$ cat config.mk
export PLATFORM = sky130hd
export DESIGN_NAME = imm_gen_stage
export DESIGN_NICKNAME = d
export VERILOG_FILES = /design/src/rtl/imm_gen_stage.sv
export SDC_FILE = /design/constraint.sdc
export NUM_CORES = 1
export LEC_CHECK = 0
export CAP_MARGIN = 15
export CORE_MARGIN = 4
export CORE_UTILIZATION = 30
export CTS_CLUSTER_SIZE = 40
export DETAILED_ROUTE_END_ITERATION = 10
export PLACE_DENSITY = 0.62
export SLEW_MARGIN = 15
export SYNTH_ARGS = -nofsm -noshare
export SYNTH_HDL_FRONTEND = slang
export SYNTH_SLANG_ARGS = --single-unit
$ cat constraint.sdc
create_clock -name clk -period 4.2 [get_ports clk]
set_input_delay 0.84 -clock clk [delete_from_list [all_inputs] [get_ports clk]]
set_output_delay 0.84 -clock clk [all_outputs]
set_load 0.1 [all_outputs]
$ cat src/rtl/imm_gen_stage.sv
// imm_gen_stage: decode-stage immediate generator. Extracts and extends the
// immediate of an instruction word, then registers it together with a
// sideband tag behind a valid/ready handshake with an optional skid entry.
//
// Handshake: a transfer happens on a rising edge where valid and ready are
// both high. The producer may change its payload freely while valid is low.
// The consumer sees out_valid, imm_ext, out_tag and out_illegal held stable
// while out_valid is high and out_ready is low. out_valid is a pure register
// output. With SKID_EN=1, in_ready is also a pure register output.
module imm_gen_stage #(
  parameter int XLEN    = 32,
  parameter int TAG_W   = 32,
  parameter int SKID_EN = 1
) (
  input  logic             clk,
  input  logic             rst,
  input  logic             flush,
  input  logic             in_valid,
  output logic             in_ready,
  input  logic [31:0]      instr,
  input  logic [2:0]       imm_src,
  input  logic [TAG_W-1:0] in_tag,
  output logic             out_valid,
  input  logic             out_ready,
  output logic [XLEN-1:0]  imm_ext,
  output logic [TAG_W-1:0] out_tag,
  output logic             out_illegal
);

  localparam logic [2:0] SRC_I     = 3'b000;
  localparam logic [2:0] SRC_S     = 3'b001;
  localparam logic [2:0] SRC_B     = 3'b010;
  localparam logic [2:0] SRC_J     = 3'b011;
  localparam logic [2:0] SRC_U     = 3'b100;
  localparam logic [2:0] SRC_Z     = 3'b101;
  localparam logic [2:0] SRC_SHAMT = 3'b110;

  // Main register M drives the outputs; skid register K holds one overflow entry.
  logic             r_m_valid;
  logic [XLEN-1:0]  r_m_imm;
  logic [TAG_W-1:0] r_m_tag;
  logic             r_m_ill;
  logic             r_k_valid;
  logic [XLEN-1:0]  r_k_imm;
  logic [TAG_W-1:0] r_k_tag;
  logic             r_k_ill;

  logic [XLEN-1:0]  w_imm;
  logic             w_ill;
  logic [5:0]       w_shamt;
  logic             w_m_free;
  logic             w_accept;
  logic             w_unused_opcode;

  // The opcode field does not select the immediate format; imm_src does.
  assign w_unused_opcode = ^instr[6:0];

  // The shift amount field grows by one bit on 64-bit datapaths.
  assign w_shamt = (XLEN == 64) ? instr[25:20] : {1'b0, instr[24:20]};

  // Combinational immediate extraction and extension to XLEN.
  always_comb begin
    w_imm = '0;
    w_ill = 1'b0;
    case (imm_src)
      SRC_I:     w_imm = {{(XLEN-12){instr[31]}}, instr[31:20]};
      SRC_S:     w_imm = {{(XLEN-12){instr[31]}}, instr[31:25], instr[11:7]};
      SRC_B:     w_imm = {{(XLEN-12){instr[31]}}, instr[7], instr[30:25],
                          instr[11:8], 1'b0};
      SRC_J:     w_imm = {{(XLEN-20){instr[31]}}, instr[19:12], instr[20],
                          instr[30:21], 1'b0};
      // Sign-extend the 20-bit upper field, then shift it into place; on a
      // 32-bit datapath the shift pushes the extension bits out entirely.
      SRC_U:     w_imm = {{(XLEN-20){instr[31]}}, instr[31:12]} << 12;
      SRC_Z:     w_imm = {{(XLEN-5){1'b0}}, instr[19:15]};
      SRC_SHAMT: w_imm = {{(XLEN-6){1'b0}}, w_shamt};
      default: begin
        w_imm = '0;
        w_ill = 1'b1;
      end
    endcase
  end

  // M can take a new entry when it is empty or handing its entry off now.
  assign w_m_free = ~r_m_valid | out_ready;

  // With the skid entry, ready only falls once K is occupied, so it never
  // depends on out_ready in the same cycle.
  assign in_ready = (SKID_EN != 0) ? ~r_k_valid : w_m_free;

  // Flush discards whatever is presented alongside it.
  assign w_accept = in_valid & in_ready & ~flush;

  // Two-entry FIFO: K always refills M before a new entry can enter.
  always_ff @(posedge clk) begin
    if (rst) begin
      r_m_valid <= 1'b0;
      r_m_imm   <= '0;
      r_m_tag   <= '0;
      r_m_ill   <= 1'b0;
      r_k_valid <= 1'b0;
      r_k_imm   <= '0;
      r_k_tag   <= '0;
      r_k_ill   <= 1'b0;
    end else if (flush) begin
      r_m_valid <= 1'b0;
      r_k_valid <= 1'b0;
    end else if (w_m_free) begin
      if (r_k_valid) begin
        r_m_valid <= 1'b1;
        r_m_imm   <= r_k_imm;
        r_m_tag   <= r_k_tag;
        r_m_ill   <= r_k_ill;
        r_k_valid <= 1'b0;
      end else if (w_accept) begin
        r_m_valid <= 1'b1;
        r_m_imm   <= w_imm;
        r_m_tag   <= in_tag;
        r_m_ill   <= w_ill;
      end else begin
        r_m_valid <= 1'b0;
      end
    end else if (w_accept) begin
      r_k_valid <= 1'b1;
      r_k_imm   <= w_imm;
      r_k_tag   <= in_tag;
      r_k_ill   <= w_ill;
    end
  end

  assign out_valid   = r_m_valid;
  assign imm_ext     = r_m_imm;
  assign out_tag     = r_m_tag;
  assign out_illegal = r_m_ill;

endmodule

---- Word level (Yosys, flattened, before mapping) ----
Index checks and enable logic that the tools add are counted.
storage, ports and cells
  output and inout bits ................... 67
  word-level logic and storage cells ...... 38
  ROM bits ................................ 0
  memories kept ........................... 0
  latch bits .............................. 0
  memory bits (writable) .................. 0
  input port bits ......................... 72
  register bits after elaboration ......... 132
cells by class
  equality and inequality tests ........... 6
  reductions and logical operators ........ 7
  bitwise logic cells ..................... 7
  div/mod/pow operators ................... 0
  shifts and indexed selects .............. 0
  muxes and demuxes ....................... 10
  multiply operators ...................... 0
  add/sub/neg operators ................... 0
  order comparisons ....................... 0
operator list
  operator            number
  $pmux 32 s7         1
  $mux 32             4
  $eq 3x3->1 const B  3
  $reduce_or 7->1     1
  $eq 3x2->1 const B  2
  $reduce_and 3->1    2
  $mux 1              5
  $not 1->1           4
  $eq 3x1->1 const B  1
  $logic_not 3->1     1
  $reduce_or 3->1     1
  $and 1x1->1         2
  $reduce_bool 2->1   1
  $reduce_or 2->1     1
  $or 1x1->1          1

---- Logic depth before layout (Yosys ltp) ----
  word-level depth ........................ 5
  gate-level depth with buffers ........... 7
  gate-level depth less buffers ........... 4

---- Worst setup path after synthesis ----
No wires, ideal clock.
  kind .................................... flip-flop to output port
  from .................................... reg r_k_valid
  to ...................................... out in_ready
  arrival time ............................ 1.518 ns
  path slack .............................. 1.842 ns
  buffers on the path ..................... 2
  data required time ...................... 3.360 ns
  cell stages (with the launch flop) ...... 4
  path through ............................ dfxtp_1 buf_2 inv_2 clkbuf_1
on the way
  word-level cells in the longest chain between the ends .. 1
RTL lines
  item                    line  text
  start, declared         43    logic r_k_valid;
  start signal, assigned  101   r_k_valid <= 1'b0;
  start signal, assigned  107   r_k_valid <= 1'b0;
  start signal, assigned  114   r_k_valid <= 1'b0;
  $not 1->1               89    assign in_ready = (SKID_EN != 0) ? ~r_k_valid : w_m_free;
  end, declared           19    output logic in_ready,
No other way between the ends.

---- Final worst setup path ----
  from .................................... reg r_m_imm[28] (netlist: imm_ext[28])
  to ...................................... out imm_ext[28]
RTL lines
  item                    line  text
  start, declared         40    logic [XLEN-1:0] r_m_imm;
  start signal, assigned  111   r_m_imm <= r_k_imm;
  start signal, assigned  117   r_m_imm <= w_imm;
  end, declared           25    output logic [XLEN-1:0] imm_ext,
No word-level cell between the ends.

==> results.md <==
- Filler instances: 1,849
- Number of remaining DRC errors: 0
- Number of enable flip-flop cells after synthesis: 0
- RSZ-0062 raised after global routing: false
- Largest net degree at the start of global routing: 86
- Core area: 19,000 µm²
- Syn_nets: 734
- Critical path origin: imm_ext[28]
- Worst Reg-to-Reg Cells: 5
- NumNets Final: 830
- Total iterations of the first detailed-routing run: 4
- Via-per-instance ratio: between 4 and 5
- P_leak: 0.00261 µW
- Clock Skew: 0.00697 ns
- Count of buffers from port buffering: 131
- Synth Area in XOR/XNOR: less than 1%
- CTS H-tree lvls: 4
- Fmax: 0.359 GHz
- Area growth from synthesis to layout: 35.7%
- Result of the run: finished, final reports clean
- Post-synthesis compound-gate area fraction: a little over a fifth
- Count of instances resized after the clock tree is built: 0
- Clock transition at the register clock pins on the worst setup and hold paths after CTS: approximately 0.060 ns
- Slowest stage cell on the critical path: sky130_fd_sc_hd__clkdlybuf4s50_1
- Setup TNS: 0 ns
- Count of state elements after synthesis: ~130
- CP Cell Sequence: clkdlybuf4s50_1
- Pin slew with the least headroom to its limit: 1.06 ns
- Critical-path maximum fanout: 2
- CP endpoint kind: output pin
- Area share of and/or/nand/nor cells after synthesis: 20.4%
- Class of the most critical setup path: reg -> out
- Via count of the first global-routing pass: around 4,700
- Req. time, crit path: 3.36 ns
- Clock tree from TritonCTS: yes
- Main combinational cell family by area after synthesis: compound AO/OA/AOI/OAI gates
- Final RePlAce weighted congestion: 0.787
- Worst Setup EP: imm_ext[28]
- Multiplexer area fraction after synthesis: 7.42%
- Num ports: 139
- Cts hold-fix bufs: 0
- Syn Inst Count: 662
- Yosys warnings: 0
- Final Hold Viols: 0
- Max Cap Violations: 0
- Data arrival at the endpoint of the critical path: around 1.9 ns
- Clock latency of the later-clocked register in the worst-skew pair: 0.41 ns
- Endpoint of the worst-slack reg-to-reg timing path: imm_ext[9]
- CP delay by family, top: buffers and inverters
- Setup slack of the most critical reg-to-reg path: 2.05 ns
- CTS buffer count: 17
- Stages on worst setup path: 1
- Total half-perimeter wirelength after legalization and detailed placement: 10,800 µm
- Slew margin rel.: 28.8%
- Number of sinks handled by clock tree synthesis: 132
- 1st-iter DRT viols: just under 300
- Wire length of the first global-routing pass: 26,200 µm
- Antenna diode count: 0
- DR vias: 4,948
- Asr flop ratio synth: 0%
- Num rows: 50
- Final cycle utilization of the critical path: between 60% and 70%
- Starting density of the core: 31.0%
- Critical Path Max Stage Delay: 1.20 ns
- Average detailed-routed wire length per instance: 15.7 µm
- Clock Tree Root: sky130_fd_sc_hd__clkbuf_16
- Critical path buffer and inverter count: 1
- Residual antenna-violating net count after detailed routing: 0
- Main synth FF type: sky130_fd_sc_hd__dfxtp_1
- Type of origin of the critical path: register
- Shortest clock period the worst path allows after layout: around 2.8 ns
- Post-synthesis area per instance: 8.86 µm²
- Final setup violation count: 0
- Number of antenna violations at the first check in global routing: 0
- All-layer global routing usage: 15.0%
- Bufs on Longest Clock Path: 2
- Total count of max-transition violations in the final report: 0
- Total setup buffers inserted after CTS: 0
- Aggregate global routing overflow: 0
- Fraction of layout instances using a drive strength above 1: a little under 9%
- Worst min-delay path category: reg -> reg
- Number of distinct library cells after synthesis: 39
- Hold Path Cell Cnt: 2
- Mapped cell area: 5870 µm²
- Vertical extent of the die: 148 µm
- DIE AREA: 21,900 µm²
- Wirelength, routed: 16,200 µm
- IR Drop Worst-Case VDD: 0.000269 V
- Die Span X: roughly 150 µm
- Portion of the post-synthesis area used by sequential elements: approximately 45%
- Pwr per Cell Area: 455 nW/µm²
- Post-Synth Adder-Cell Area: 0%
- Worst r2r src: r_k_valid
- Post-layout utilization of the core: 42.0%
registers in the layout (all words and copies together), names as in the netlist:
name,count
r_k_imm,32
r_k_tag,32
imm_ext,32
r_k_ill,1
out_tag,32
out_illegal,1
r_k_valid,1
out_valid,1
layout by cell type (no fill, tap or decap), types with 2 or more instances in the layout:
| master | n |
|---|---|
| sky130_fd_sc_hd__dfxtp_1 | 131 |
| sky130_fd_sc_hd__clkdlybuf4s50_1 | 129 |
| sky130_fd_sc_hd__nor2_1 | 79 |
| sky130_fd_sc_hd__nand2_1 | 77 |
| sky130_fd_sc_hd__a21oi_1 | 71 |
| sky130_fd_sc_hd__a211oi_1 | 63 |
| sky130_fd_sc_hd__mux2i_1 | 39 |
| sky130_fd_sc_hd__nand3b_1 | 27 |
| sky130_fd_sc_hd__clkbuf_16 | 17 |
| sky130_fd_sc_hd__buf_4 | 14 |
| sky130_fd_sc_hd__and2_1 | 12 |
| sky130_fd_sc_hd__o41ai_2 | 11 |
| sky130_fd_sc_hd__nand4b_1 | 10 |
| sky130_fd_sc_hd__o211ai_1 | 10 |
| sky130_fd_sc_hd__nor3_1 | 8 |
| sky130_fd_sc_hd__o22a_1 | 7 |
| sky130_fd_sc_hd__nor2b_1 | 6 |
| sky130_fd_sc_hd__nor3b_1 | 6 |
| sky130_fd_sc_hd__bufinv_16 | 6 |
| sky130_fd_sc_hd__a22oi_1 | 5 |
| sky130_fd_sc_hd__mux2_2 | 4 |
| sky130_fd_sc_hd__a211oi_2 | 4 |
| sky130_fd_sc_hd__nand2b_1 | 3 |
| sky130_fd_sc_hd__nor4b_1 | 3 |
| sky130_fd_sc_hd__o22ai_1 | 3 |
| sky130_fd_sc_hd__clkinv_4 | 3 |
| sky130_fd_sc_hd__clkbuf_1 | 3 |
| sky130_fd_sc_hd__or3_1 | 2 |
| sky130_fd_sc_hd__nand3_1 | 2 |
where the power goes:
part	internal (µW)	leakage (µW)	switching, µW
Combinational	191	0.00122	439
Sequential	1300	0.00107	22.1
Clock	1120	0.000319	557
cells in the mapped netlist, types with 2 or more instances:
| library cell | count | area [µm²] |
|---|---|---|
| sky130_fd_sc_hd__mux2_2 | 4 | 45.0 |
| sky130_fd_sc_hd__o211ai_1 | 10 | 75.1 |
| sky130_fd_sc_hd__buf_4 | 3 | 22.5 |
| sky130_fd_sc_hd__o22ai_1 | 3 | 18.8 |
| sky130_fd_sc_hd__clkbuf_1 | 30 | 113 |
| sky130_fd_sc_hd__o41ai_2 | 11 | 179 |
| sky130_fd_sc_hd__nand4b_1 | 10 | 87.6 |
| sky130_fd_sc_hd__a211oi_2 | 4 | 50.1 |
| sky130_fd_sc_hd__nor2b_1 | 6 | 37.5 |
| sky130_fd_sc_hd__nor4b_1 | 3 | 26.3 |
| sky130_fd_sc_hd__nand2b_1 | 3 | 18.8 |
| sky130_fd_sc_hd__buf_1 | 4 | 15.0 |
| sky130_fd_sc_hd__or3_1 | 2 | 12.5 |
| sky130_fd_sc_hd__a22oi_1 | 5 | 37.5 |
| sky130_fd_sc_hd__nand3_1 | 2 | 10.0 |
| sky130_fd_sc_hd__a21oi_1 | 71 | 355 |
| sky130_fd_sc_hd__nand2_1 | 77 | 289 |
| sky130_fd_sc_hd__nor3_1 | 9 | 45.0 |
| sky130_fd_sc_hd__a211oi_1 | 63 | 473 |
| sky130_fd_sc_hd__and2_1 | 12 | 75.1 |
| sky130_fd_sc_hd__nand3b_1 | 27 | 203 |
| sky130_fd_sc_hd__dfxtp_1 | 132 | 2640 |
| sky130_fd_sc_hd__buf_2 | 28 | 140 |
| sky130_fd_sc_hd__mux2i_1 | 39 | 390 |
| sky130_fd_sc_hd__nor3b_1 | 6 | 45.0 |
| sky130_fd_sc_hd__nor2_1 | 79 | 297 |
| sky130_fd_sc_hd__o22a_1 | 7 | 61.3 |
cell type report:
| cell class | count | area (µm²) | area share [%] |
|---|---|---|---|
| Timing Repair Buffer | 143 | 1400 | 17.5 |
| Clock buffer | 20 | 437 | 5.48 |
| Inverter | 1 | 3.75 | 0.0471 |
| Tap cell | 260 | 325 | 4.08 |
| Clock inverter | 12 | 228 | 2.86 |
| Sequential cell | 132 | 2640 | 33.2 |
| Multi-Input combinational cell | 463 | 2930 | 36.8 |
logic make-up after synthesis:
group / Yosys count
multiplexers: 43
XOR/XNOR: 1
flip-flops: 132
AND/OR/NAND/NOR: 242
buffers and inverters: 67
AO/OA/AOI/OAI: 177
per-layer routing:
metal / GRT usage, % / part of all wire [%] / vias to the layer above
li1: - / - / 2561
met1: 20.2 / 48 / 2283
met2: 23.4 / 46 / 86
met3: 3.77 / 4.4 / 18
met4: 5.08 / 1.6 / 0
met5: 0 / 0 / -
worst min-delay path by stage:
stage	start	to	slack (ns)
after floorplan	r_k_imm[11]	r_k_imm[11]	0.44
after global placement	r_k_tag[9]	r_k_tag[9]	0.44
after detailed placement	r_k_tag[18]	r_k_tag[18]	0.45
after CTS	r_k_tag[18]	r_k_tag[18]	0.45
after global routing	r_k_tag[1]	r_k_tag[1]	0.46
final	r_k_tag[8]	r_k_tag[8]	0.45
metrics by stage:
stage                     worst slack (ns)  cell area (µm²)  hold WS (ns)  instances  power, µW
after floorplan                       1.84             5870         0.436        662       1790
after global placement                1.07             7300         0.442        999       1980
after detailed placement              1.05             7300         0.446        999       1980
after CTS                             1.40             7960         0.454       1031       3670
after global routing                  1.26             7960         0.464       1031       3750
final                                 1.42             7960         0.452       1031       3620
(Power assumes the default switching activity.)
